$ cat src/rtl/voxel_bram_pkg.sv
// Shared definitions for the voxel-count BRAM port: default widths, depth and initiator FSM states.
package voxel_bram_pkg;

    localparam int unsigned VOX_ADDR_W = 15;
    localparam int unsigned VOX_DATA_W = 32;
    localparam int unsigned VOX_INC_W  = 16;
    localparam int unsigned VOX_DEPTH  = 1 << VOX_ADDR_W;

    typedef enum logic [2:0] {
        IDLE,
        CLEAR,
        RMW_RD,
        RMW_WAIT,
        RMW_WR,
        RD_ISSUE,
        RD_WAIT
    } vox_state_e;

endpackage

$ cat src/rtl/voxel_sat_adder.sv
// Voxel counter accumulate: zero-extended increment added to the stored count.
// Saturates at all-ones when VOXEL_BRAM_SAT_EN is defined, otherwise wraps; ovf flags the carry out.
module voxel_sat_adder #(
    parameter int unsigned DATA_W = 32,
    parameter int unsigned INC_W  = 16
) (
    input  logic [DATA_W-1:0] a,
    input  logic [INC_W-1:0]  b,
    output logic [DATA_W-1:0] sum,
    output logic              ovf
);

    logic [DATA_W:0] full;

    always_comb begin
        full = (DATA_W+1)'(a) + (DATA_W+1)'(b);
        ovf  = full[DATA_W];
`ifdef VOXEL_BRAM_SAT_EN
        sum  = ovf ? {DATA_W{1'b1}} : full[DATA_W-1:0];
`else
        sum  = full[DATA_W-1:0];
`endif
    end

endmodule

$ cat src/rtl/voxel_bram_initiator.sv
// Initiator for the voxel-count BRAM: read-modify-write updates, single-word readout, clear sweep.
// Optional saturation of accumulations and the sticky sat_seen flag: define VOXEL_BRAM_SAT_EN.
module voxel_bram_initiator
    import voxel_bram_pkg::*;
#(
    parameter int unsigned ADDR_W = VOX_ADDR_W,
    parameter int unsigned DATA_W = VOX_DATA_W,
    parameter int unsigned INC_W  = VOX_INC_W
) (
    input  logic              clk,
    input  logic              rst,
    input  logic              clr_start,
    output logic              busy,
    input  logic              upd_valid,
    output logic              upd_ready,
    input  logic [ADDR_W-1:0] upd_addr,
    input  logic [INC_W-1:0]  upd_inc,
    input  logic              rd_req_valid,
    output logic              rd_req_ready,
    input  logic [ADDR_W-1:0] rd_req_addr,
    output logic              rd_rsp_valid,
    output logic [DATA_W-1:0] rd_rsp_data,
    output logic              sat_seen,
    output logic              bram_read_en,
    output logic              bram_write_en,
    output logic [ADDR_W-1:0] bram_addr,
    output logic [DATA_W-1:0] bram_wdata,
    input  logic [DATA_W-1:0] bram_rdata
);

`ifdef VOXEL_BRAM_SAT_EN
    localparam bit SAT_EN = 1'b1;
`else
    localparam bit SAT_EN = 1'b0;
`endif

    vox_state_e        state, state_nxt;
    logic [ADDR_W-1:0] addr_q;
    logic [INC_W-1:0]  inc_q;
    logic [DATA_W-1:0] sum_q;
    logic [DATA_W-1:0] sum_c;
    logic              ovf_c;
    logic              sat_q;
    logic              rd_hs;
    logic              upd_hs;

    voxel_sat_adder #(
        .DATA_W (DATA_W),
        .INC_W  (INC_W)
    ) u_adder (
        .a   (bram_rdata),
        .b   (inc_q),
        .sum (sum_c),
        .ovf (ovf_c)
    );

    always_ff @(posedge clk or posedge rst) begin
        if (rst) state <= IDLE;
        else     state <= state_nxt;
    end

    // IDLE arbitration (clear > readout > update) and next-state
    always_comb begin
        state_nxt    = state;
        rd_req_ready = 1'b0;
        upd_ready    = 1'b0;
        rd_hs        = 1'b0;
        upd_hs       = 1'b0;
        case (state)
            IDLE: begin
                rd_req_ready = !rst && !clr_start;
                upd_ready    = !rst && !clr_start && !rd_req_valid;
                rd_hs        = rd_req_valid && rd_req_ready;
                upd_hs       = upd_valid && upd_ready;
                if (clr_start)   state_nxt = CLEAR;
                else if (rd_hs)  state_nxt = RD_ISSUE;
                else if (upd_hs) state_nxt = RMW_RD;
            end
            CLEAR:    if (addr_q == {ADDR_W{1'b1}}) state_nxt = IDLE;
            RMW_RD:   state_nxt = RMW_WAIT;
            RMW_WAIT: state_nxt = RMW_WR;
            RMW_WR:   state_nxt = IDLE;
            RD_ISSUE: state_nxt = RD_WAIT;
            RD_WAIT:  state_nxt = IDLE;
            default:  state_nxt = IDLE;
        endcase
    end

    // Operand capture; addr_q doubles as the clear sweep counter
    always_ff @(posedge clk or posedge rst) begin
        if (rst) begin
            addr_q <= '0;
            inc_q  <= '0;
            sum_q  <= '0;
            sat_q  <= 1'b0;
        end else if (state == IDLE) begin
            if (clr_start) begin
                addr_q <= '0;
                sat_q  <= 1'b0;
            end else if (rd_hs) begin
                addr_q <= rd_req_addr;
            end else if (upd_hs) begin
                addr_q <= upd_addr;
                inc_q  <= upd_inc;
            end
        end else if (state == CLEAR) begin
            addr_q <= addr_q + ADDR_W'(1);
        end else if (state == RMW_WAIT) begin
            sum_q <= sum_c;
            if (SAT_EN && ovf_c) sat_q <= 1'b1;
        end
    end

    assign busy          = (state != IDLE);
    assign bram_read_en  = (state == RMW_RD) || (state == RD_ISSUE);
    assign bram_write_en = (state == CLEAR) || (state == RMW_WR);
    assign bram_addr     = addr_q;
    assign bram_wdata    = (state == RMW_WR) ? sum_q : '0;
    assign rd_rsp_valid  = (state == RD_WAIT);
    assign rd_rsp_data   = (state == RD_WAIT) ? bram_rdata : '0;
    assign sat_seen      = sat_q;

endmodule

$ cat config.mk
export PLATFORM = sky130hd
export DESIGN_NAME = voxel_bram_initiator
export DESIGN_NICKNAME = d
export VERILOG_FILES = /design/src/rtl/voxel_bram_pkg.sv /design/src/rtl/voxel_sat_adder.sv /design/src/rtl/voxel_bram_initiator.sv
export SDC_FILE = /design/constraint.sdc
export NUM_CORES = 1
export LEC_CHECK = 0
export BUFFER_PORTS_ARGS = -buffer_cell sky130_fd_sc_hd__buf_2
export CAP_MARGIN = 30
export CORE_MARGIN = 4
export CORE_UTILIZATION = 46
export DETAILED_ROUTE_END_ITERATION = 10
export GPL_TIMING_DRIVEN = 0
export PLACE_DENSITY_LB_ADDON = 0.3
export SYNTH_ARGS = -nofsm -noshare
export SYNTH_HDL_FRONTEND = slang
export SYNTH_SLANG_ARGS = --single-unit
$ cat constraint.sdc
create_clock -name clk -period 2.43 [get_ports clk]
set_input_delay 0.1215 -clock clk [delete_from_list [all_inputs] [get_ports clk]]
set_output_delay 0.1215 -clock clk [all_outputs]
set_load 0.02 [all_outputs]
==> out/qor.yml <==
dp_cells: 881
core_area_um2: 10300
setup_viol: 8
fmax_ghz: 0.396
slew_violations: 0
cp_cell_sequence: "ha_4 -> fa_2 -> a211oi_4 -> o21ai_2 -> a221oi_4 -> nor2_2 -> a31o_4 -> a211oi_2 -> a311oi_2"
min_period_ns: 2.53
power.internal_uw: 3670
synth_edf_count: 0
setup_slack_ns: -0.0966
mostFrequentLayoutCells: "buf_2 (173), and2_1 (70), dfrtp_1 (66)"
die_area_um2: 12300
clk_pin_slew_ns: 0.08
worst_slew_pin_slew_ns: 0.866
syn_avg_cell_area_um2: 8.42
start_util_pct: 47.1
cp_slowest_cell: "dfrtp_1"
crit_path_start_kind: "flip-flop"
stdcell_count: 914
p_comb_share_pct: 59.3
nFillCells: 956
drc: 0
insertion_delay_ns: 0.35
area_growth_pct: 29.6
synth_seq_area_share_pct: 33.9
finalNetCount: 874
routed-via-count: 5142
grt_pass1_wl_um: 24900
numCtsBuffers: 9
drive_gt1_share_pct: 31.2
yosys.area.top_type: "dfrtp_1"
synth_cells: 578
num_antenna_cells: 0
syn_area_um2: 4870
chipHeight_um: 111
layout_commonest_cell: "buf_2"
post-route-period-util_pct: 104
crit_type: "reg2reg"
cp-end-kind: "flip-flop"
cts_tree: "built"
htree_levels: 3
grt_max_degree: 68
wl_per_cell_um: 16.6
status: "finished with violations"
die_w_um: 111
synth_warnings: 0
p_leak_uw: 0.00309
ctsLongestPathBuffers: 2
syn_nets: 679
slowest_delay_ns: 0.40
gp_congestion: 0.914
dp_hpwl_um: 11300
crit_family: "compound AO/OA/AOI/OAI gates"
hold_ws_ns: -0.0289
place_ws_ns: -0.431
required_ns: 2.63
cts.sinks: 66
violations: "hold timing, setup timing"
grt_pass1_vias: 5166
p_clk_share_pct: 12.0
drtIter0Drc: 263
drt_wl_total_um: 15200
ys_ff_latch: 66
synthDistinctLibCells: 72
cp_data_arrival_time_ns: 2.72
regToRegSetupSlack_ns: -0.1
relSlewSlack_pct: 42.3
crit_fanout: 7
track_usage_pct: 24.4
ys.flop_type: "dfrtp_1"
portBuffers: 167
async_reset_ff_share_pct: 100
first_pass_iters: 5
power_frac_seq_pct: 28.7
antenna_left: 0
worst-path-buf-inv: 0
power_density_nw_per_um2: 1100
p_switching_uw: 3250
num_rows: 37
rsz0062_at_grt: "yes"
antenna_found_initial: 0
finalClockSkew_ns: 0.00854
via_per_inst: 5.63
maxCapViolCount: 0
synth_top_area_share_pct: 33.9
holdCritPathClass: "in2async"
synthTopCellsByArea: "dfrtp_1 (34%), and2_1 (9.1%), nand2_1 (5.0%)"
gr-total-overflow: 0
vdd_drop_max_v: 0.000635
num_io_pins: 169
tns_ns: -0.314
hold_viol_final: 19
cts_root_buf: "clkbuf_8"
switching_share_pct: 47.0
[worst reg2reg max path, cell delays in order, from the launching register on]
cell and delay [ns]:
dfrtp_1 0.40, ha_4 0.17, fa_2 0.36, a211oi_4 0.27, o21ai_2 0.10, a221oi_4 0.38
nor2_2 0.10, a31o_4 0.28, a211oi_2 0.24, a311oi_2 0.07
[worst paths after layout]
| kind | startpoint | endpoint | cells past startpoint |
|---|---|---|---|
| hold / removal | rst | bram_addr[9] | 2 |
| max in group asynchronous | rst | sum_q[31] | 2 |
| setup reg to reg | inc_q[0] | sum_q[20] | 9 |
| setup / recovery | inc_q[0] | sum_q[20] | 9 |
| min in group clk | upd_inc[5] | inc_q[5] | 2 |
| hold reg to reg | sum_q[6] | sum_q[6] | 2 |
[cell families (layout without fill, tap and decap cells)]
group                      count (synthesis)  count (layout)  share of synthesized area [%]
other                                      1               1                         0.0770
xor gates and xnor gates                  13              13                           2.34
adders and majority gates                 18              18                           4.78
AOI/OAI and AO/OA                        160             160                           21.9
buffers and inverters                     48             248                           4.01
muxes                                     31              31                           6.84
DFF                                       66              66                           33.9
and+or+nand+nor                          241             241                           26.1
[through the flow]
| step | util, % | cell area (um2) | power, uW | hold WS [ns] |
|---|---|---|---|---|
| global placement | 56.9 | 5880 | 5680 | 0.336 |
| finish | 61.1 | 6310 | 6920 | -0.0289 |
| global route | 61.1 | 6310 | 7480 | 0.0127 |
| floorplan | - | 4870 | 4710 | 0.225 |
| detailed placement | 57.0 | 5880 | 5800 | 0.338 |
| CTS | 60.7 | 6270 | 6810 | 0.000444 |
[repair_timing]
| item | CTS | global route |
|---|---|---|
| hold endpoints to repair | 12 | 0 |
| setup endpoints to repair | 40 | 50 |
| setup buffers | 5 | 1 |
| hold buffers | 12 | 0 |
| gates resized for setup | 10 | 17 |
| pin swaps | 6 | 7 |
[registers in the layout, indices dropped and copies added, names as in the netlist]
name / cells
bram_addr: 15
state: 3
inc_q: 16
sum_q: 32
[synthesized netlist by cell type (6+ instances only)]
| cell type | count |
|---|---|
| a21o_1 | 10 |
| a21oi_1 | 38 |
| a31oi_1 | 6 |
| and2_1 | 71 |
| and3_1 | 7 |
| buf_2 | 6 |
| clkbuf_1 | 25 |
| dfrtp_1 | 66 |
| ha_1 | 17 |
| inv_1 | 12 |
| mux2_1 | 10 |
| mux2_2 | 8 |
| mux2i_1 | 13 |
| nand2_1 | 65 |
| nand3_1 | 18 |
| nand4_1 | 6 |
| nor2_1 | 30 |
| nor3_1 | 17 |
| o21ai_0 | 43 |
| o21ai_1 | 7 |
| o22ai_1 | 7 |
| xnor2_1 | 9 |
[layer usage]
layer  GRT usage, %  wire length (um)  up-vias
met5              0                 0        -
met4           7.96               204        0
met3           4.31               966       18
met2           42.7              7490      189
met1           30.4              6510     2478
li1               -                 -     2457
[power groups by stage]
stage,clock [uW],combinational [uW],sequential [uW]
global route,884,4530,2060
detailed placement,0,3800,2000
finish,831,4100,1990
floorplan,0,2680,2030
CTS,839,3990,1980
global placement,0,3700,1980
[area by class of cell]
type	instances	area, um2	share of cell area [%]
Multi-Input combinational cell	464	3120	49.4
Sequential cell	66	1650	26.2
Timing Repair Buffer	185	1000	15.9
Tap cell	136	170	2.70
Clock buffer	13	149	2.36
Buffer	33	143	2.26
Inverter	14	55.1	0.873
Clock inverter	3	15.0	0.238
Power figures use the tool's default switching activity.
